==> src/rtl/rv_pkg.sv <==
// Shared RV load/store definitions: funct3 codes, access-size decode and
// the pending-load queue entry.
package rv_pkg;

  localparam logic [2:0] FUNCT3_BYTE       = 3'b000;
  localparam logic [2:0] FUNCT3_HALFWORD   = 3'b001;
  localparam logic [2:0] FUNCT3_WORD       = 3'b010;
  localparam logic [2:0] FUNCT3_DOUBLE     = 3'b011;
  localparam logic [2:0] FUNCT3_BYTE_U     = 3'b100;
  localparam logic [2:0] FUNCT3_HALFWORD_U = 3'b101;
  localparam logic [2:0] FUNCT3_WORD_U     = 3'b110;

  // Offset is sized for the widest datapath (XLEN=64); narrower units leave bit 2 zero.
  typedef struct packed {
    logic [2:0] offset;
    logic [2:0] funct3;
  } pend_t;

  // Access size in bytes; 0 marks a funct3 that is illegal for this XLEN.
  function automatic logic [3:0] size_decode(input logic [2:0] funct3, input logic xlen64);
    logic [3:0] sz;
    sz = 4'd0;
    case (funct3)
      FUNCT3_BYTE, FUNCT3_BYTE_U:         sz = 4'd1;
      FUNCT3_HALFWORD, FUNCT3_HALFWORD_U: sz = 4'd2;
      FUNCT3_WORD:                        sz = 4'd4;
      FUNCT3_WORD_U:                      sz = xlen64 ? 4'd4 : 4'd0;
      FUNCT3_DOUBLE:                      sz = xlen64 ? 4'd8 : 4'd0;
      default:                            sz = 4'd0;
    endcase
    return sz;
  endfunction

endpackage

==> src/rtl/dm_lsu_if.sv <==
// Request, response, exception and data-bus signals of the load/store unit.
// slave = the LSU itself, master = the pipeline plus memory driving it.
interface dm_lsu_if #(
  parameter int XLEN = 32
);
  logic              req_valid;
  logic              req_ready;
  logic              req_load;
  logic              req_store;
  logic [XLEN-1:0]   req_addr;
  logic [XLEN-1:0]   req_wdata;
  logic [2:0]        req_funct3;

  logic              rsp_valid;
  logic [XLEN-1:0]   rsp_data;

  logic              exc_valid;
  logic              exc_store;
  logic [XLEN-1:0]   exc_addr;

  logic              bus_valid;
  logic              bus_ready;
  logic              bus_we;
  logic [XLEN-1:0]   bus_addr;
  logic [XLEN-1:0]   bus_wdata;
  logic [XLEN/8-1:0] bus_wmask;
  logic              bus_rvalid;
  logic [XLEN-1:0]   bus_rdata;

  logic              proto_err;

  modport slave (
    input  req_valid, req_load, req_store, req_addr, req_wdata, req_funct3,
    input  bus_ready, bus_rvalid, bus_rdata,
    output req_ready, rsp_valid, rsp_data, exc_valid, exc_store, exc_addr,
    output bus_valid, bus_we, bus_addr, bus_wdata, bus_wmask, proto_err
  );

  modport master (
    output req_valid, req_load, req_store, req_addr, req_wdata, req_funct3,
    output bus_ready, bus_rvalid, bus_rdata,
    input  req_ready, rsp_valid, rsp_data, exc_valid, exc_store, exc_addr,
    input  bus_valid, bus_we, bus_addr, bus_wdata, bus_wmask, proto_err
  );
endinterface

==> src/rtl/dm_pending_fifo.sv <==
// Synchronous FIFO for in-flight loads. Head data is combinational so the
// response path can align in the same cycle the data returns.
module dm_pending_fifo #(
  parameter int WIDTH = 6,
  parameter int DEPTH = 2
) (
  input  logic             clk,
  input  logic             rst,
  input  logic             push_i,
  input  logic             pop_i,
  input  logic [WIDTH-1:0] din_i,
  output logic [WIDTH-1:0] dout_o,
  output logic             full_o,
  output logic             empty_o
);
  localparam int            PW       = (DEPTH > 1) ? $clog2(DEPTH) : 1;
  localparam int            CW       = $clog2(DEPTH) + 1;
  localparam logic [PW-1:0] LAST     = PW'(DEPTH - 1);
  localparam logic [CW-1:0] FULL_CNT = CW'(DEPTH);

  logic [WIDTH-1:0] mem_q [DEPTH];
  logic [PW-1:0]    wr_ptr_q, wr_ptr_d;
  logic [PW-1:0]    rd_ptr_q, rd_ptr_d;
  logic [CW-1:0]    cnt_q, cnt_d;
  logic             do_push, do_pop;

  // A push into a full queue is only legal when the head leaves in the same cycle.
  assign do_pop  = pop_i && !empty_o;
  assign do_push = push_i && (!full_o || do_pop);

  assign dout_o  = mem_q[rd_ptr_q];
  assign full_o  = (cnt_q == FULL_CNT);
  assign empty_o = (cnt_q == '0);

  // Pointer wrap and occupancy update.
  always_comb begin
    wr_ptr_d = wr_ptr_q;
    rd_ptr_d = rd_ptr_q;
    cnt_d    = cnt_q;
    if (do_push) wr_ptr_d = (wr_ptr_q == LAST) ? '0 : wr_ptr_q + 1'b1;
    if (do_pop)  rd_ptr_d = (rd_ptr_q == LAST) ? '0 : rd_ptr_q + 1'b1;
    case ({do_push, do_pop})
      2'b10:   cnt_d = cnt_q + 1'b1;
      2'b01:   cnt_d = cnt_q - 1'b1;
      default: cnt_d = cnt_q;
    endcase
  end

  // Pointer/count state; reset discards any queued entries.
  always_ff @(posedge clk) begin
    if (rst) begin
      wr_ptr_q <= '0;
      rd_ptr_q <= '0;
      cnt_q    <= '0;
    end else begin
      wr_ptr_q <= wr_ptr_d;
      rd_ptr_q <= rd_ptr_d;
      cnt_q    <= cnt_d;
    end
  end

  // Storage needs no reset: entries are only read while counted.
  always_ff @(posedge clk) begin
    if (do_push) mem_q[wr_ptr_q] <= din_i;
  end

endmodule

==> src/rtl/dm_lsu.sv <==
// Load/store unit: combinational request path onto the data bus, misalignment
// exceptions, and a pending-load queue that lets each response be aligned and
// extended with its own load's offset and funct3.
module dm_lsu
  import rv_pkg::*;
#(
  parameter int XLEN            = 32,
  parameter int MAX_OUTSTANDING = 2
) (
  input  logic    clk,
  input  logic    rst,
  dm_lsu_if.slave io
);
  localparam int   NB   = XLEN / 8;
  localparam int   OW   = $clog2(NB);
  localparam logic IS64 = (XLEN == 64);

  logic [OW-1:0]   offset;
  logic [3:0]      size;
  logic            misal;
  logic [NB-1:0]   size_mask;
  logic            full, empty, push, pop;
  pend_t           push_ent, head;
  logic [XLEN-1:0] shifted, ext;

  logic            rsp_valid_q, rsp_valid_d;
  logic [XLEN-1:0] rsp_data_q,  rsp_data_d;
  logic            exc_valid_q, exc_valid_d;
  logic            exc_store_q, exc_store_d;
  logic [XLEN-1:0] exc_addr_q,  exc_addr_d;
  logic            proto_err_q, proto_err_d;

  assign offset    = io.req_addr[OW-1:0];
  assign size      = size_decode(io.req_funct3, IS64);
  // Illegal funct3 decodes to size 0 and is treated exactly like a misaligned access.
  assign misal     = (size == 4'd0) || ((4'(offset) & (size - 4'd1)) != 4'd0);
  // Wraps to all-ones when size equals the bus width in bytes.
  assign size_mask = (NB'(1) << size) - NB'(1);

  assign pop  = io.bus_rvalid && !empty;
  assign push = io.req_valid && io.req_load && !misal && io.req_ready;

  assign push_ent.offset = 3'(offset);
  assign push_ent.funct3 = io.req_funct3;

  // Request path: misaligned requests are swallowed here and never reach the bus.
  always_comb begin
    io.bus_valid = io.req_valid && !misal;
    io.bus_we    = io.req_store;
    io.bus_addr  = io.req_addr;
    io.bus_wdata = io.req_wdata << {offset, 3'b000};
    io.bus_wmask = '0;
    io.req_ready = 1'b1;
    if (!misal) begin
      if (io.req_store) begin
        io.bus_wmask = size_mask << offset;
        io.req_ready = io.bus_ready;
      end else begin
        io.req_ready = io.bus_ready && (!full || pop);
      end
    end
  end

  dm_pending_fifo #(
    .WIDTH ($bits(pend_t)),
    .DEPTH (MAX_OUTSTANDING)
  ) u_pend (
    .clk     (clk),
    .rst     (rst),
    .push_i  (push),
    .pop_i   (pop),
    .din_i   (push_ent),
    .dout_o  (head),
    .full_o  (full),
    .empty_o (empty)
  );

  // Response alignment and extension from the head entry; W on XLEN=32 sign-casts to itself.
  always_comb begin
    shifted = io.bus_rdata >> {head.offset, 3'b000};
    ext     = shifted;
    case (head.funct3)
      FUNCT3_BYTE:       ext = XLEN'($signed(shifted[7:0]));
      FUNCT3_BYTE_U:     ext = XLEN'(shifted[7:0]);
      FUNCT3_HALFWORD:   ext = XLEN'($signed(shifted[15:0]));
      FUNCT3_HALFWORD_U: ext = XLEN'(shifted[15:0]);
      FUNCT3_WORD:       ext = XLEN'($signed(shifted[31:0]));
      FUNCT3_WORD_U:     ext = XLEN'(shifted[31:0]);
      default:           ext = shifted;
    endcase
  end

  // Next state of the response, exception and protocol-error registers.
  always_comb begin
    rsp_valid_d = pop;
    rsp_data_d  = pop ? ext : rsp_data_q;
    exc_valid_d = io.req_valid && misal;
    exc_store_d = exc_store_q;
    exc_addr_d  = exc_addr_q;
    if (exc_valid_d) begin
      exc_store_d = io.req_store;
      exc_addr_d  = io.req_addr;
    end
    proto_err_d = proto_err_q || (io.bus_rvalid && empty);
  end

  // Output registers.
  always_ff @(posedge clk) begin
    if (rst) begin
      rsp_valid_q <= 1'b0;
      rsp_data_q  <= '0;
      exc_valid_q <= 1'b0;
      exc_store_q <= 1'b0;
      exc_addr_q  <= '0;
      proto_err_q <= 1'b0;
    end else begin
      rsp_valid_q <= rsp_valid_d;
      rsp_data_q  <= rsp_data_d;
      exc_valid_q <= exc_valid_d;
      exc_store_q <= exc_store_d;
      exc_addr_q  <= exc_addr_d;
      proto_err_q <= proto_err_d;
    end
  end

  assign io.rsp_valid = rsp_valid_q;
  assign io.rsp_data  = rsp_data_q;
  assign io.exc_valid = exc_valid_q;
  assign io.exc_store = exc_store_q;
  assign io.exc_addr  = exc_addr_q;
  assign io.proto_err = proto_err_q;

endmodule

==> src/flat_wrapper.sv <==
// flat-port wrapper written by rule: the top's interface ports become plain ports
module dm_lsu_flat import rv_pkg::*;
#(
  parameter int XLEN            = 32,
  parameter int MAX_OUTSTANDING = 2
)
  (clk, rst, io_req_valid, io_req_load, io_req_store, io_req_addr, io_req_wdata, io_req_funct3, io_bus_ready, io_bus_rvalid, io_bus_rdata, io_req_ready, io_rsp_valid, io_rsp_data, io_exc_valid, io_exc_store, io_exc_addr, io_bus_valid, io_bus_we, io_bus_addr, io_bus_wdata, io_bus_wmask, io_proto_err);
  dm_lsu_if #(.XLEN(XLEN)) io_i ();
  input  logic clk;
  input  logic rst;
  input wire logic [$bits(io_i.req_valid)-1:0] io_req_valid;
  input wire logic [$bits(io_i.req_load)-1:0] io_req_load;
  input wire logic [$bits(io_i.req_store)-1:0] io_req_store;
  input wire logic [$bits(io_i.req_addr)-1:0] io_req_addr;
  input wire logic [$bits(io_i.req_wdata)-1:0] io_req_wdata;
  input wire logic [$bits(io_i.req_funct3)-1:0] io_req_funct3;
  input wire logic [$bits(io_i.bus_ready)-1:0] io_bus_ready;
  input wire logic [$bits(io_i.bus_rvalid)-1:0] io_bus_rvalid;
  input wire logic [$bits(io_i.bus_rdata)-1:0] io_bus_rdata;
  output wire logic [$bits(io_i.req_ready)-1:0] io_req_ready;
  output wire logic [$bits(io_i.rsp_valid)-1:0] io_rsp_valid;
  output wire logic [$bits(io_i.rsp_data)-1:0] io_rsp_data;
  output wire logic [$bits(io_i.exc_valid)-1:0] io_exc_valid;
  output wire logic [$bits(io_i.exc_store)-1:0] io_exc_store;
  output wire logic [$bits(io_i.exc_addr)-1:0] io_exc_addr;
  output wire logic [$bits(io_i.bus_valid)-1:0] io_bus_valid;
  output wire logic [$bits(io_i.bus_we)-1:0] io_bus_we;
  output wire logic [$bits(io_i.bus_addr)-1:0] io_bus_addr;
  output wire logic [$bits(io_i.bus_wdata)-1:0] io_bus_wdata;
  output wire logic [$bits(io_i.bus_wmask)-1:0] io_bus_wmask;
  output wire logic [$bits(io_i.proto_err)-1:0] io_proto_err;
  assign io_i.req_valid = io_req_valid;
  assign io_i.req_load = io_req_load;
  assign io_i.req_store = io_req_store;
  assign io_i.req_addr = io_req_addr;
  assign io_i.req_wdata = io_req_wdata;
  assign io_i.req_funct3 = io_req_funct3;
  assign io_i.bus_ready = io_bus_ready;
  assign io_i.bus_rvalid = io_bus_rvalid;
  assign io_i.bus_rdata = io_bus_rdata;
  assign io_req_ready = io_i.req_ready;
  assign io_rsp_valid = io_i.rsp_valid;
  assign io_rsp_data = io_i.rsp_data;
  assign io_exc_valid = io_i.exc_valid;
  assign io_exc_store = io_i.exc_store;
  assign io_exc_addr = io_i.exc_addr;
  assign io_bus_valid = io_i.bus_valid;
  assign io_bus_we = io_i.bus_we;
  assign io_bus_addr = io_i.bus_addr;
  assign io_bus_wdata = io_i.bus_wdata;
  assign io_bus_wmask = io_i.bus_wmask;
  assign io_proto_err = io_i.proto_err;
  dm_lsu #(.XLEN(XLEN), .MAX_OUTSTANDING(MAX_OUTSTANDING)) u_core (.clk(clk), .rst(rst), .io(io_i));
endmodule
==> config.mk <==
export PLATFORM = sky130hd
export DESIGN_NAME = dm_lsu_flat
export DESIGN_NICKNAME = d
export VERILOG_FILES = /design/src/rtl/rv_pkg.sv /design/src/rtl/dm_lsu_if.sv /design/src/rtl/dm_pending_fifo.sv /design/src/rtl/dm_lsu.sv /design/src/flat_wrapper.sv
export SDC_FILE = /design/constraint.sdc
export NUM_CORES = 1
export LEC_CHECK = 0
export CAP_MARGIN = 20
export CORE_MARGIN = 1.5
export CORE_UTILIZATION = 40
export CTS_BUF_LIST = sky130_fd_sc_hd__clkbuf_2 sky130_fd_sc_hd__clkbuf_4 sky130_fd_sc_hd__clkbuf_8
export CTS_CLUSTER_DIAMETER = 150
export CTS_CLUSTER_SIZE = 16
export DETAILED_ROUTE_END_ITERATION = 8
export GPL_TIMING_DRIVEN = 0
export PLACE_DENSITY = 0.79
export REMOVE_ABC_BUFFERS = 1
export SETUP_SLACK_MARGIN = 0.4
export SLEW_MARGIN = 40
export SYNTH_ARGS = -nofsm -noshare
export SYNTH_HDL_FRONTEND = slang
export SYNTH_SLANG_ARGS = --single-unit
==> constraint.sdc <==
create_clock -name clk -period 3.4 [get_ports clk]
set_input_delay 0.68 -clock clk [delete_from_list [all_inputs] [get_ports clk]]
set_output_delay 0.68 -clock clk [all_outputs]
set_load 0.02 [all_outputs]
==> flow_metrics.tcl <==
set metrics [dict create \
    run_status "finished, final reports clean" \
    gp_congestion 0.831 \
    ant_nets 0 \
    die_w_um 108 \
    crit_chain "buf_8 -> or2_4 -> ha_4 -> inv_2 -> a222oi_1 -> buf_4 -> nand2_4 -> a211oi_2 -> buf_4" \
    cp.required_ps 2720 \
    min_period_ps 2990 \
    start_kind "input port" \
    die-area_um2 11800 \
    row_count 38 \
    hold_class "flop to flop" \
    placed_cells 892 \
    drt-total-wl_mm 13.8 \
    cp_slowest_cell "a222oi_1" \
    finalPower_w 0.00256 \
    vdd_ir_drop_max_mv 0.169 \
    synth.most_common_cell "nand2_1" \
    ys.flop_type "dfxtp_1" \
    p_leak_nw 2.68 \
    cp_num_buf_inv 4 \
    drive_gt1_share_pct 8.13 \
    rsz0062_at_grt "yes" \
    dr.pass1.iters 4 \
    yosysSeqAreaShare_pct 39.6 \
    powerDensity_nw_per_um2 360 \
    port_buffers 244 \
    diodes 0 \
    max_slew_margin_pct 47.5 \
    nets 882 \
    synth-async-reset-ratio_pct 0 \
    synth_seq_cells 83 \
    finalSetupViolCount 0 \
    crit_path_frequent_cell "buf_4" \
    synthCells 575 \
    clock_sinks 83 \
    fp.dieH_um 108 \
    overflow 0 \
    cts_max_path_buffers 2 \
    place_hpwl_mm 10.3 \
    drc 0 \
    synth_top_area_share_pct 32.9 \
    tightest_slew_ps 772 \
    grt_antenna_before_repair 0 \
    clk_latency_ps 350 \
    finalCritPeriodShare_pct 87.8 \
    viasPerCell 5.12 \
    arrival_ps 2310 \
    coreArea_um2 10800 \
    critical-path-top-delay-family "compound AO/OA/AOI/OAI gates" \
    max_cap_viol_count 0 \
    yosysTopAreaCell "dfxtp_1" \
    synth_warnings 0 \
    drt_iter0_markers 233 \
    cts_tree "yes" \
    final_hold_viol_count 0 \
    clock-skew-final_ps 19.6 \
    critPathCaptureType "output port" \
    route.vias.total 4684 \
    cts_buffers 9 \
    synth-edff-count 10 \
    clock-root-buffer "clkbuf_8" \
    gr-usage-all-layers_pct 22.6 \
    instances_no_fill 915 \
    syn2layout_area_growth_pct 59.8 \
    io_pins 245 \
    critical_path_class "input port to output port" \
    grt_pass1_wl_mm 21.1 \
    postSynthAreaPerCell_um2 7.73 \
    grt_max_degree 45 \
    max_stage_delay_ps 360 \
    start_util_pct 41.0 \
    synth.distinct_cells 38 \
    grt_pass1_vias 4466 \
    fmax_mhz 335 \
    wire_per_inst_um 15.1 \
    synthTopCellsByCount "nand2_1 (129), dfxtp_1 (73), a21oi_1 (70)" \
    worstPathMaxFanout 4 \
    syn_area_um2 4450 \
    clk_pin_slew_ps 80 \
    htreeDepth 3 \
    synth.top_cells.by_area "dfxtp_1 (33%), nand2_1 (11%), a21oi_1 (7.9%), edfxtp_1 (6.8%), buf_4 (5.7%)" \
    maxSlewViolCount 0 \
]
[worst reg2reg max path: cells and delay by family (launching register included)]
family,cells,cell delay [ps]
compound gates,3,860
mux,2,850
flops,1,700
buf+inv,1,180
[through the flow]
stage	hold slack [ps]	setup TNS (ps)	utilization [%]	cell area [µm²]	setup slack [ps]
after detailed placement	448	-16090	62.3	6750	-773
after global placement	442	-146740	61.2	6640	-2230
after CTS	459	0	64.7	7010	319
after global routing	475	0	65.5	7100	332
after floorplan	472	-904	-	4020	-579
final	453	0	65.5	7100	413
[power by group]
| group | leakage, nW | switching [W] | internal (W) | total, W |
|---|---|---|---|---|
| Sequential | 0.685 | 0.0000270 | 0.00104 | 0.00106 |
| Clock | 0.106 | 0.000337 | 0.000428 | 0.000764 |
| Combinational | 1.89 | 0.000363 | 0.000369 | 0.000732 |
[layer usage]
layer	global-route usage, %	routed length [µm]	vias up
li1	-	-	2313
met3	4.94	1290	19
met2	40.9	6960	218
met4	8.08	215	0
met5	0	0	-
met1	26.1	5340	2134
[state kept, by name, summed over array words and instances (netlist names), named ones only]
register                cells
u_core.io.exc_store         1
u_core.io.proto_err         1
u_core.u_pend.mem_q        10
u_core.u_pend.cnt_q         2
u_core.io.exc_addr         32
u_core.io.rsp_valid         1
u_core.io.rsp_data         32
u_core.io.exc_valid         1
u_core.u_pend.rd_ptr_q      1
u_core.u_pend.wr_ptr_q      1
[layout make-up]
cell class	instances	area, µm²
flip-flops and latches	83	1760
repair buffers	257	2600
multi-input cells	412	2320
inverters	8	30.0
well taps	140	175
fillers	929	3740
clock buffers	11	139
clock inverters	4	76.3
[cell families after synthesis]
group                      share of synthesized area, %
xor gates and xnor gates                          0.985
adders and majority gates                          1.41
buffers and inverters                              10.2
DFF                                                39.6
AOI/OAI and AO/OA                                  18.4
muxes                                              6.64
and+or+nand+nor                                    22.8
[timing repair]
action / 4_1_cts / 5_1_grt
endpoints found under the setup margin: 68 / 38
pin swaps: 5 / 8
resized for setup: 51 / 16
hold buffers: 0 / 0
buffers inserted: 3 / 4
[worst paths after layout]
kind / start / endpoint / slack (ps) / cells after the start
worst max-delay path: io_req_funct3[1] / io_bus_wmask[3] / 410 / 9
worst min-delay path: u_core.io.exc_addr[6] / u_core.io.exc_addr[6] / 450 / 2
worst max register to register: flop / u_core.io.rsp_data[17] / 730 / 6
worst min register to register: u_core.io.exc_addr[6] / u_core.io.exc_addr[6] / 450 / 2
[placed cells by master, fill, tap and decap left out, types with 11 or more instances in the layout]
cell and instances:
a211oi_1 32, a21oi_1 69, buf_4 11, clkdlybuf4s50_1 232
dfxtp_1 73, mux2i_1 24, nand2_1 128, nand3_1 16
nor2_1 58, o21ai_0 13
Note: power is estimated with default switching activity, not from simulation.
